--- src/rtl/tl_pkg.sv ---
`default_nettype none
// ============================================================================
//  Module      : tl_pkg
//  Description : Shared definitions for the junction phase scheduler:
//                lamp codes, the seven-state phase encoding (also driven out
//                on the phase port) and the service-selection encoding.
//  Optional    : TL_PREEMPT_EN is consumed by tl_phase_scheduler only.
//  Revision    : 1.0  initial release
// ============================================================================
package tl_pkg;

    // Lamp drive codes shared by the main and side heads.
    localparam logic [1:0] LAMP_RED = 2'b00;
    localparam logic [1:0] LAMP_YEL = 2'b01;
    localparam logic [1:0] LAMP_GRN = 2'b10;

    // Phase encoding; 3'd7 is unused and recovers to MAIN_G.
    typedef enum logic [2:0] {
        MAIN_G   = 3'd0,
        MAIN_Y   = 3'd1,
        CLR_OUT  = 3'd2,
        SIDE_G   = 3'd3,
        SIDE_Y   = 3'd4,
        PED_WALK = 3'd5,
        CLR_IN   = 3'd6
    } state_t;

    // Which requester the current excursion from MAIN_G is serving.
    typedef enum logic {
        SVC_PED  = 1'b0,
        SVC_SIDE = 1'b1
    } svc_t;

endpackage
`default_nettype wire

--- src/rtl/tl_req_latch.sv ---
`default_nettype none
// ============================================================================
//  Module      : tl_req_latch
//  Description : Request front end. Debounces the side-road sensor with a
//                saturating run-length counter and holds the side/ped
//                request flags until the FSM strobes their clears.
//  Ports       : clk, rst        clock, async active-high reset
//                side_s, ped_req raw sensor level / button
//                side_clr        FSM is entering SIDE_G on this edge
//                ped_clr         FSM is entering PED_WALK on this edge
//                side_wait       latched side request
//                ped_wait        latched pedestrian request
//  Revision    : 1.0  initial release
// ============================================================================
module tl_req_latch #(
    parameter int SENSE_CYCLES = 3
) (
    input  logic clk,
    input  logic rst,
    input  logic side_s,
    input  logic ped_req,
    input  logic side_clr,
    input  logic ped_clr,
    output logic side_wait,
    output logic ped_wait
);

    localparam int               c_sense_w   = $clog2(SENSE_CYCLES + 1);
    localparam logic [c_sense_w-1:0] c_sense_max = c_sense_w'(SENSE_CYCLES);

    logic [c_sense_w-1:0] r_sense;
    logic [c_sense_w-1:0] w_sense_next;
    logic                 w_side_set;

    // Run length of consecutive side_s-high cycles, saturating at the target.
    always_comb begin
        w_sense_next = '0;
        if (side_s) begin
            w_sense_next = (r_sense == c_sense_max) ? r_sense : r_sense + 1'b1;
        end
    end

    // A sustained presence keeps requesting, so a vehicle still on the loop
    // after its own green re-arms the flag.
    assign w_side_set = (w_sense_next == c_sense_max);

    // Clear has priority: a request landing on the service-entry edge is
    // absorbed by that service.
    always_ff @(posedge clk or posedge rst) begin
        if (rst) begin
            r_sense   <= '0;
            side_wait <= 1'b0;
            ped_wait  <= 1'b0;
        end else begin
            r_sense   <= w_sense_next;
            side_wait <= side_clr ? 1'b0 : (side_wait | w_side_set);
            ped_wait  <= ped_clr  ? 1'b0 : (ped_wait  | ped_req);
        end
    end

endmodule
`default_nettype wire

--- src/rtl/tl_phase_scheduler.sv ---
`default_nettype none
// ============================================================================
//  Module      : tl_phase_scheduler
//  Description : Main/side/pedestrian junction phase scheduler. Main road
//                owns right-of-way by default; latched side and pedestrian
//                requests are served in alternation when both are pending.
//                Lamp outputs are decoded from the next state and registered
//                so they change on the same edge as phase.
//  Ports       : clk, rst        clock, async active-high reset
//                side_s          side-road sensor level
//                ped_req         pedestrian button
//                preempt         emergency preemption (TL_PREEMPT_EN only)
//                main_l, side_l  lamp codes (10 green, 01 yellow, 00 red)
//                ped_l           walk lamp
//                side_wait       side request pending
//                ped_wait        pedestrian request pending
//                ped_ack         pulse on first PED_WALK cycle
//                phase           current state encoding
//  Macro       : TL_PREEMPT_EN adds the preempt input.
//  Revision    : 1.0  initial release
// ============================================================================
module tl_phase_scheduler
    import tl_pkg::*;
#(
    parameter int MAIN_MIN_GREEN = 8,
    parameter int YELLOW_T       = 3,
    parameter int ALL_RED_T      = 1,
    parameter int SIDE_GREEN_T   = 6,
    parameter int WALK_T         = 5,
    parameter int SENSE_CYCLES   = 3,
    parameter int CNT_W          = 4
) (
    input  logic       clk,
    input  logic       rst,
    input  logic       side_s,
    input  logic       ped_req,
`ifdef TL_PREEMPT_EN
    input  logic       preempt,
`endif
    output logic [1:0] main_l,
    output logic [1:0] side_l,
    output logic       ped_l,
    output logic       side_wait,
    output logic       ped_wait,
    output logic       ped_ack,
    output logic [2:0] phase
);

    // Timer value on the final cycle of each timed state.
    localparam logic [CNT_W-1:0] c_main_last = CNT_W'(MAIN_MIN_GREEN - 1);
    localparam logic [CNT_W-1:0] c_yel_last  = CNT_W'(YELLOW_T - 1);
    localparam logic [CNT_W-1:0] c_clr_last  = CNT_W'(ALL_RED_T - 1);
    localparam logic [CNT_W-1:0] c_side_last = CNT_W'(SIDE_GREEN_T - 1);
    localparam logic [CNT_W-1:0] c_walk_last = CNT_W'(WALK_T - 1);

    state_t             r_state;
    state_t             w_next;
    logic [CNT_W-1:0]   r_timer;
    svc_t               r_svc;
    svc_t               r_last_served;
    svc_t               w_svc_sel;
    logic               w_entry;
    logic               w_side_clr;
    logic               w_ped_clr;
    logic               w_preempt;

`ifdef TL_PREEMPT_EN
    assign w_preempt = preempt;
`else
    assign w_preempt = 1'b0;
`endif

    // Requester chosen if MAIN_G exits this cycle: a lone flag wins outright,
    // a tie goes to whoever was not served last time.
    always_comb begin
        w_svc_sel = SVC_PED;
        if (side_wait && ped_wait) begin
            w_svc_sel = (r_last_served == SVC_SIDE) ? SVC_PED : SVC_SIDE;
        end else if (side_wait) begin
            w_svc_sel = SVC_SIDE;
        end
    end

    always_comb begin
        w_next = r_state;
        case (r_state)
            MAIN_G:   if (!w_preempt && (r_timer >= c_main_last) && (side_wait || ped_wait))
                          w_next = MAIN_Y;
            MAIN_Y:   if (r_timer == c_yel_last)  w_next = CLR_OUT;
            CLR_OUT:  if (r_timer == c_clr_last)  w_next = (r_svc == SVC_SIDE) ? SIDE_G : PED_WALK;
            SIDE_G:   if (w_preempt || (r_timer == c_side_last)) w_next = SIDE_Y;
            SIDE_Y:   if (r_timer == c_yel_last)  w_next = CLR_IN;
            PED_WALK: if (w_preempt || (r_timer == c_walk_last)) w_next = CLR_IN;
            CLR_IN:   if (r_timer == c_clr_last)  w_next = MAIN_G;
            default:  w_next = MAIN_G;
        endcase
    end

    assign w_entry    = (w_next != r_state);
    assign w_side_clr = w_entry && (w_next == SIDE_G);
    assign w_ped_clr  = w_entry && (w_next == PED_WALK);

    always_ff @(posedge clk or posedge rst) begin
        if (rst) begin
            r_state       <= MAIN_G;
            r_timer       <= '0;
            r_svc         <= SVC_PED;
            r_last_served <= SVC_PED;
            main_l        <= LAMP_GRN;
            side_l        <= LAMP_RED;
            ped_l         <= 1'b0;
            ped_ack       <= 1'b0;
        end else begin
            r_state <= w_next;

            // Timed states never count past their last value; MAIN_G holds
            // at its minimum so a long quiet period cannot wrap the timer.
            if (w_entry) begin
                r_timer <= '0;
            end else if ((r_state != MAIN_G) || (r_timer < c_main_last)) begin
                r_timer <= r_timer + 1'b1;
            end

            if ((r_state == MAIN_G) && w_entry) begin
                r_svc         <= w_svc_sel;
                r_last_served <= w_svc_sel;
            end

            main_l  <= (w_next == MAIN_G) ? LAMP_GRN :
                       (w_next == MAIN_Y) ? LAMP_YEL : LAMP_RED;
            side_l  <= (w_next == SIDE_G) ? LAMP_GRN :
                       (w_next == SIDE_Y) ? LAMP_YEL : LAMP_RED;
            ped_l   <= (w_next == PED_WALK);
            ped_ack <= w_ped_clr;
        end
    end

    assign phase = r_state;

    tl_req_latch #(
        .SENSE_CYCLES (SENSE_CYCLES)
    ) u_req_latch (
        .clk       (clk),
        .rst       (rst),
        .side_s    (side_s),
        .ped_req   (ped_req),
        .side_clr  (w_side_clr),
        .ped_clr   (w_ped_clr),
        .side_wait (side_wait),
        .ped_wait  (ped_wait)
    );

endmodule
`default_nettype wire

--- config.mk ---
export PLATFORM = sky130hd
export DESIGN_NAME = tl_phase_scheduler
export DESIGN_NICKNAME = d
export VERILOG_FILES = /design/src/rtl/tl_pkg.sv /design/src/rtl/tl_req_latch.sv /design/src/rtl/tl_phase_scheduler.sv
export SDC_FILE = /design/constraint.sdc
export NUM_CORES = 1
export LEC_CHECK = 0
export ABC_CLOCK_PERIOD_IN_PS = 2470
export CORE_UTILIZATION = 45
export CTS_CLUSTER_DIAMETER = 40
export DETAILED_ROUTE_END_ITERATION = 10
export PLACE_DENSITY = 0.68
export SYNTH_ARGS = -nofsm -noshare
export SYNTH_HDL_FRONTEND = slang
export SYNTH_HIERARCHICAL = 1
export SYNTH_SLANG_ARGS = --single-unit
--- constraint.sdc ---
create_clock -name clk -period 2.47 [get_ports clk]
set_input_delay 0.494 -clock clk [delete_from_list [all_inputs] [get_ports clk]]
set_output_delay 0.494 -clock clk [all_outputs]
set_load 0.01 [all_outputs]
# After elaboration in Yosys (flattened, before gate mapping)
# Cells that the tools add are included.
[word_totals] ram_bits=0 input_bits=4 register_bits=18 wordCells=66 latchBits=0 rom_bits=0 out_inout_bits=11 mem_count=0
[classes] n_mul=0 bitwise_logic=2 n_addsub=2 reduce_logical=12 shift=0 n_mux=22 n_lt_le_gt_ge=2 eq_ne=16 div=0
[ops] cell="$mux 3" count=8
[ops] cell="$pmux 3 s7" count=1
[ops] cell="$eq 3x3->1 const B" count=5
[ops] cell="$eq 3x2->1 const B" count=3
[ops] cell="$eq 4x3->1 const B" count=2
[ops] cell="$mux 2" count=4
[ops] cell="$mux 4" count=2
[ops] cell="$mux 1" count=7
[ops] cell="$eq 3x1->1 const B" count=2
[ops] cell="$logic_not 3->1" count=2
[ops] cell="$logic_and 1x1->1" count=5
[ops] cell="$add 4x1->4 const B" count=1
[ops] cell="$eq 2x2->1 const B" count=2
[ops] cell="$eq 4x2->1 const B" count=1
[ops] cell="$ge 4x3->1 const B" count=1
[ops] cell="$logic_not 4->1" count=1
[ops] cell="$lt 4x3->1 const B" count=1
[ops] cell="$ne 3x3->1" count=1
[ops] cell="$reduce_bool 3->1" count=1
[ops] cell="$add 2x1->2 const B" count=1
[ops] cell="$logic_or 1x1->1" count=2
[ops] cell="$or 1x1->1" count=2
[ops] cell="$reduce_bool 2->1" count=1

# Depth between registers and ports, before layout
# Gate-level depths: netlist (run 1).
[depth] depth_word=7 mapped_depth=7 ltp_nobuf=7

# Cells and area by module
# The synthesis (run 1) kept the hierarchy.
[modules_own_cells] module="tl_phase_scheduler" n_inst=1 area_per_inst_um2=922.1 cells_per_inst=85
[modules_own_cells] module="tl_req_latch" n_inst=1 area_per_inst_um2=138.9 cells_per_inst=12

# Worst setup path before layout (run 1)
# Ideal clock, no wire load.
[synth_timing] kind="register to register" startpoint="register r_timer[0]" endpoint="register r_timer[1]" slack_ps=603 setup_time_ps=94 arrival_ps=1773 stages_incl_launch_ff=6 period_less_slack_ps=1867 path_cell_list="dfrtp_1 ha_1 a21oi_2 o32ai_4 or4_4 a221oi_2"
[synth_via] elab_chain_len=6 word_cells_on_any_way=21 classes_between="1 x add/sub; 2 x order compare; 4 x eq/ne; 10 x mux; 4 x reduce/logical"
[synth_rtl] element="from (decl)" line_no="tl_phase_scheduler.sv:58" source="logic [CNT_W-1:0] r_timer;"
[synth_rtl] element="from (signal assigned)" line_no="tl_phase_scheduler.sv:121" source="r_timer <= r_timer + 1'b1;"
[synth_rtl] element="$ge 4x3->1" line_no="tl_phase_scheduler.sv:87" source="MAIN_G: if (!w_preempt && (r_timer >= c_main_last) && (side_wait || ped_wait))"
[synth_rtl] element="$logic_and 1x1->1" line_no="tl_phase_scheduler.sv:87"
[synth_rtl] element="$mux 3" line_no="tl_phase_scheduler.sv:87"
[synth_rtl] element="$pmux 3 s7" line_no="tl_phase_scheduler.sv:86" source="case (r_state)"
[synth_rtl] element="$ne 3x3->1" line_no="tl_phase_scheduler.sv:99" source="assign w_entry = (w_next != r_state);"
[synth_rtl] element="$mux 4 or $reduce_bool 2->1 (tied branches)"
# Several ways; a longest one is shown, not always the timed one. The select of a mux whose other input is x is not followed.
# A chain may end at the register's enable or synchronous reset.

# Worst setup path in the final report (run 1)
[layout_timing] startpoint="register r_timer[0]" endpoint="register u_req_latch.side_wait"
[layout_via] elab_chain_len=7 word_cells_on_any_way=18 classes_between="1 x order compare; 5 x eq/ne; 9 x mux; 3 x reduce/logical"
[layout_rtl] element="$ge 4x3->1" line_no="tl_phase_scheduler.sv:87"
[layout_rtl] element="$logic_and 1x1->1" line_no="tl_phase_scheduler.sv:87"
[layout_rtl] element="$mux 3" line_no="tl_phase_scheduler.sv:87"
[layout_rtl] element="$pmux 3 s7 *" line_no="tl_phase_scheduler.sv:86"
[layout_rtl] element="$ne 3x3->1 or $eq 3x2->1 (tied branches)" line_no="tl_phase_scheduler.sv:99, tl_phase_scheduler.sv:100"
[layout_rtl] element="$logic_and 1x1->1 *" line_no="tl_phase_scheduler.sv:100" source="assign w_side_clr = w_entry && (w_next == SIDE_G);"
[layout_rtl] element="via w_side_clr" line_no="tl_phase_scheduler.sv:63" source="logic w_side_clr;"
[layout_rtl] element="$mux 1 *" line_no="tl_req_latch.sv:56" source="side_wait <= side_clr ? 1'b0 : (side_wait | w_side_set);"
[layout_rtl] element="to (signal assigned)" line_no="tl_req_latch.sv:56"
[layout_rtl] element="to (decl)" line_no="tl_req_latch.sv:24" source="output logic side_wait,"
# Mark *: on every way through the listed nets, which the timed path passes. The rest lies on a longest branch.

==> results.toml, run 1 <==
[setup_path]
rr_startpoint = "r_timer[0]"
end_kind = "flop"
slowest_stage = "dfrtp_1"
crit_arrival_ns = 2.27
crit_chain = "inv_1, ha_1, or3b_1, o22ai_1, nor3_1, nor4b_2, nor2_1"
cp-start-kind = "flop"
crit_fanout = 5
crit_family = "simple AND/OR/NAND/NOR gates"
critPathKind = "reg2reg"
critical_path_required_ns = 2.65
max_stage_delay_ns = 0.43
path_buf_inv = 1
startpoint = "r_timer[0]"

[grt]
grt_max_degree = 19
grt_pass1_vias = 878
track_usage_pct = 19.8
grt_first_pass_wirelength_mm = 3.86
use_met2_pct = 34.0
grt_use_met3_pct = 3.33
top_usage_layer = "met2"
overflow = 0
grt_use_met1_pct = 24.7
antenna_found_initial = 0

[synthesis]
synth_top_area_share_pct = 40.1
synth.net_count = 105
yosysTopAreaCell = "dfrtp_1"
avgSynthCellArea_um2 = 10.9
synthArstFlopShare_pct = 100
synth_cell_type_count = 45
ys_warn_count = 6
synth-edff-count = 0
ys.flop_type = "dfrtp_1"
ys_top_cells_by_count = "dfrtp_1, inv_1, nor2_1"
synth.most_common_cell = "dfrtp_1"
syn-cell-area_mm2 = 0.00106
synth-seq-cells = 18
synth.area.top_cells = "dfrtp_1, ha_1, o32ai_4"
yosysSeqAreaShare_pct = 42.6
synth_cells = 97

[run]
maxCapViolations = 0

[timing]
setup_violations = 0
worstMarginPinSlew_ns = 0.552
finalMaxSlewViolations = 0
period_share_pct = 84.4
fin_crit_ns = 2.08
whs_ns = 0.406
rsz0062_at_grt = "false"
finalClockSkew_ns = 0.00240
fin_setup_tns_ns = 0
slew_headroom_pct = 62.9
fin_ws_ns = 0.386
fmax_ghz = 0.480
hold_violations = 0

[power]
power_frac_seq_pct = 36.4
power.leakage_nw = 0.496
p_sw_share_pct = 40.6
pwr-share-comb_pct = 50.7
p_int_w = 0.000841
worst_ir_drop_vdd_mv = 0.928
p_sw_w = 0.000574
power.density_mw_per_mm2 = 1150
power_frac_clock_pct = 12.8

[final_layout]
fillers = 207
nNetsFinal = 119
antenna_cells = 0
drive_above_1_share_pct = 12.7
synthToLayoutAreaGrowth_pct = 16.2

[floorplan]
io_pins = 15
die_x_um = 50.6
fp.dieH_um = 50.6
dieArea_mm2 = 0.00256
core-area_mm2 = 0.00221
rows = 17
initial_utilization_pct = 48.0

[clocking]
cts_resized = 0
holdBufCountCts = 0
htreeDepth = 1
post_cts_buffers = 0
root_buffer = "clkbuf_4"
clkSinkCount = 18
numCtsBuffers = 3
clk_latency_ns = 0.29
clk_pin_slew_worst_paths_ns = 0.10
cts_tree = "yes"
clock_path_buffers = 2

[routing]
routed_wl_mm = 2.07
wl_per_cell_um = 15.0
drt-initial-drc-count = 7
ant_nets = 0
drc = 0
vias = 795
via_per_inst = 5.76
drt_pre_antenna_iters = 4

[hold_path]
worstHoldPathType = "in2async"

[run_status]
status = "complete, no violations"

[place]
gp_congestion = 0.803
dp_hpwl_mm = 1.53
port_buffers = 14
dp_slack_ns = 0.418
[power groups by stage]
stage,clock network (W),logic [W],registers (W)
5_1_grt,0.000201,0.000801,0.000536
6_report,0.000182,0.000718,0.000516
3_5_place_dp,0,0.000720,0.000522
2_1_floorplan,0,0.000544,0.000486
4_1_cts,0.000188,0.000726,0.000515
3_3_place_gp,0,0.000719,0.000524
[sequential cells by signal (all words and copies together), names as in the netlist]
signal / count
main_l: 2
ped_ack: 1
ped_l: 1
phase: 3
r_last_served: 1
r_timer: 4
side_l: 2
u_req_latch/ped_wait: 1
u_req_latch/r_sense: 2
u_req_latch/side_wait: 1
[final timing paths]
kind,to,slack [ns],cells after the start
setup / recovery,u_req_latch/side_wait,0.39,7
hold / removal,u_req_latch/r_sense[0],0.41,2
setup reg to reg,u_req_latch/side_wait,0.39,7
hold reg to reg,u_req_latch/r_sense[0],0.45,1
max in group asynchronous,main_l[1],1.54,2
min in group clk,u_req_latch/r_sense[0],0.45,1
[through the flow]
stage          instance area [um2]  power [W]  std cells  util (%)
3_3_place_gp                  1200    0.00124        134      54.1
2_1_floorplan                 1060    0.00103         97         -
5_1_grt                       1230    0.00154        138      55.7
4_1_cts                       1230    0.00143        138      55.7
6_report                      1230    0.00142        138      55.7
3_5_place_dp                  1200    0.00124        134      54.1
[area by class of cell]
| class | instances | area, um2 | area share (%) |
|---|---|---|---|
| Multi-Input combinational cell | 67 | 543 | 44.1 |
| Inverter | 7 | 26.3 | 2.13 |
| Sequential cell | 18 | 452 | 36.6 |
| Timing Repair Buffer | 14 | 140 | 11.4 |
| Tap cell | 28 | 35.0 | 2.84 |
| Clock buffer | 4 | 36.3 | 2.94 |
[per-layer routing]
metal | wire, um | vias to the layer above | share of wire [%]
li1 | - | 386 | -
met1 | 926 | 392 | 45
met2 | 1060 | 13 | 51
met3 | 54 | 4 | 2.6
met4 | 23 | 0 | 1.1
met5 | 0 | - | 0
[cell usage in the layout, fill, tap and decap left out, types with 2 or more instances in the layout]
cell type / instances
nor3_1: 3
nor2b_1: 2
and3b_1: 2
a22oi_1: 2
xor2_1: 3
clkdlybuf4s50_1: 14
a21oi_1: 3
dfrtp_1: 17
o21ai_0: 3
or3b_1: 2
inv_1: 6
o2bb2ai_1: 2
nand3b_1: 3
a211oi_1: 2
nor3b_1: 3
nor2_1: 6
clkbuf_4: 3
a31oi_1: 3
nor4b_1: 2
ha_1: 4
[cell families after synthesis]
logic type	count (synthesis)	share of synthesized area, %
buffers and inverters	12	6.25
AND/OR/NAND/NOR	32	22.6
adder cells (fa/ha/maj)	4	4.72
AO/OA/AOI/OAI	27	20.5
XOR/XNOR	4	3.30
flip-flops	18	42.6
Power figures use the tool's default switching activity.
==> inputs of run 2 (changes only) <==
--- a/config.mk
+++ b/config.mk
@@ -5,11 +5,11 @@
 export SDC_FILE = /design/constraint.sdc
 export NUM_CORES = 1
 export LEC_CHECK = 0
-export ABC_CLOCK_PERIOD_IN_PS = 2470
+export ABC_CLOCK_PERIOD_IN_PS = 1900
 export CORE_UTILIZATION = 45
 export CTS_CLUSTER_DIAMETER = 40
 export DETAILED_ROUTE_END_ITERATION = 10
-export PLACE_DENSITY = 0.68
+export PLACE_DENSITY = 0.7
 export SYNTH_ARGS = -nofsm -noshare
 export SYNTH_HDL_FRONTEND = slang
 export SYNTH_HIERARCHICAL = 1
==> constraint.sdc (replaced) <==
create_clock -name clk -period 1.9 [get_ports clk]
set_input_delay 0.38 -clock clk [delete_from_list [all_inputs] [get_ports clk]]
set_output_delay 0.38 -clock clk [all_outputs]
set_load 0.01 [all_outputs]
==> run 2 against run 1 <==
The run now ends with setup timing left. Sequential power grew 22%. Register-to-register slack lost 0.44 ns. Setup slack lost 0.44 ns. Combinational power grew 100%. Die area is the same. Clock-buffer cell count is the same. Critical path depth shrank 1. Flip-flop and latch count is the same. Clock power grew 26%. Clock skew shrank 0.00058 ns.
==> results.toml, run 2 (synthesis results as in run 1) <==
[run_status]
status = "finished with violations"
violations = "setup timing"

[floorplan]
rows = 17
initial_utilization_pct = 48.0
dieArea_mm2 = 0.00256
fp.dieH_um = 50.6
die_x_um = 50.6
core-area_mm2 = 0.00221
io_pins = 15

[final_layout]
largest_register_ffs = 4
fin_area_mm2 = 0.00148
final_cell_mix = "clkdlybuf4s50_1, dfrtp_1, buf_4"
synthToLayoutAreaGrowth_pct = 39.4
drive_above_1_share_pct = 39.5
nNetsFinal = 133
antenna_cells = 0
top_register = "r_timer"

[setup_path]
reg2regPathDepth = 6
rr_startpoint = "r_timer[1]"
max_stage_delay_ns = 0.53
critPathKind = "reg2reg"
r2r-end = "r_timer[0]"
path_buf_inv = 1
crit_family = "simple AND/OR/NAND/NOR gates"
crit_arrival_ns = 2.16
cp-start-kind = "flop"
critical_path_required_ns = 2.10
slowest_stage = "or4_4"
r2r_slack_ns = -0.06
crit_fanout = 4
crit_chain = "inv_2, ha_2, or3b_4, o22ai_4, or4_4, a211oi_2"
end_kind = "flop"

[clocking]
clock_path_buffers = 2
cts_tree = "yes"
root_buffer = "clkbuf_4"
clkSinkCount = 18
clk_latency_ns = 0.29
numCtsBuffers = 3
holdBufCountCts = 0
htreeDepth = 1
clk_pin_slew_worst_paths_ns = 0.10

[timing]
fmax_ghz = 0.511
setup_violations = 3
fin_ws_ns = -0.0566
hold_violations = 0
fin_setup_tns_ns = -0.110
rsz0062_at_grt = "true"
fin_crit_ns = 1.96
slew_headroom_pct = 65.3
finalClockSkew_ns = 0.00183
finalMaxSlewViolations = 0
period_share_pct = 103
whs_ns = 0.288
worstMarginPinSlew_ns = 0.520

[routing]
ant_nets = 0
via_per_inst = 5.57
drt_pre_antenna_iters = 4
wl_per_cell_um = 16.1
drt-initial-drc-count = 18
drc = 0
routed_wl_mm = 2.45
vias = 847

[grt]
grt_pass1_vias = 839
grt_max_degree = 15
overflow = 0
grt_first_pass_wirelength_mm = 3.98
track_usage_pct = 21.6
antenna_found_initial = 0

[run]
maxCapViolations = 0

[place]
dp_hpwl_mm = 1.65
port_buffers = 14
dp_slack_ns = -0.0875
place_area_mm2 = 0.00127
gp_congestion = 0.844

[hold_path]
worstHoldPathType = "in2async"

[power]
worst_ir_drop_vdd_mv = 1.17
power.leakage_nw = 0.575
power.density_mw_per_mm2 = 1570
## run 2: cell types whose count changed in the layout (fill, tap and decap cells not counted), sizes merged
cell / before / now
buf: 0 / 14
## run 2: per-layer routing
metal	part of all wire [%]	global-route usage [%]
met5	0	0
met4	1.4	2.78
met3	2.2	5.76
met2	51	35.6
met1	46	29.1
## run 2: worst reg2reg max path: stages, from the launching register on
cell,delay (ns)
dfrtp_1,0.45
inv_2,0.06
ha_2,0.17
or3b_4,0.28
o22ai_4,0.10
or4_4,0.53
a211oi_2,0.27
## run 2: repair_timing
item,CTS,global route
pin swaps,6,5
resized for setup,11,18
setup endpoints to repair,5,11
buffers inserted,4,0
## run 2: stage by stage
| step | cells | power (W) | utilization, % |
|---|---|---|---|
| after floorplan | 97 | 0.00134 | - |
| after global placement | 144 | 0.00173 | 57.5 |
| after detailed placement | 144 | 0.00176 | 57.5 |
| after CTS | 152 | 0.00212 | 62.6 |
| after global routing | 152 | 0.00247 | 66.9 |
| final | 152 | 0.00232 | 66.9 |
## run 2: final cells by class
type                    instances  area, um2
clock buffers                   4       36.3
fillers                       200        733
inverters                       7       26.3
multi-input cells              67        677
flip-flops and latches         18        455
well taps                      28       35.0
repair buffers                 28        249
## run 2: worst max-delay path by stage
stage / start / to / slack [ns] / cells past startpoint
3_5_place_dp: r_timer[0] / r_timer[1] / -0.09 / 6
5_1_grt: r_timer[0] / r_timer[0] / -0.09 / 6
6_report: r_timer[1] / r_timer[0] / -0.06 / 6
3_3_place_gp: r_timer[0] / r_timer[1] / -0.04 / 6
2_1_floorplan: r_timer[0] / r_timer[1] / 0.03 / 5
4_1_cts: r_timer[0] / r_timer[1] / -0.03 / 6
## run 2: power by group
| part | leakage [nW] | internal [W] | switching, W | total, W |
|---|---|---|---|---|
| registers | 0.223 | 0.000511 | 0.000121 | 0.000632 |
| clock network | 0.0210 | 0.000117 | 0.000112 | 0.000229 |
| logic | 0.332 | 0.000744 | 0.000711 | 0.00146 |
| total | 0.575 | 0.00137 | 0.000944 | 0.00232 |
==> inputs of run 3 (changes only) <==
--- a/config.mk
+++ b/config.mk
@@ -9,6 +9,7 @@
 export CORE_UTILIZATION = 45
 export CTS_CLUSTER_DIAMETER = 40
 export DETAILED_ROUTE_END_ITERATION = 10
+export GPL_ROUTABILITY_DRIVEN = 1
 export PLACE_DENSITY = 0.7
 export SYNTH_ARGS = -nofsm -noshare
 export SYNTH_HDL_FRONTEND = slang
==> results of run 3 <==
Same layout as run 2: the final DEF is identical, and so are final timing and power.
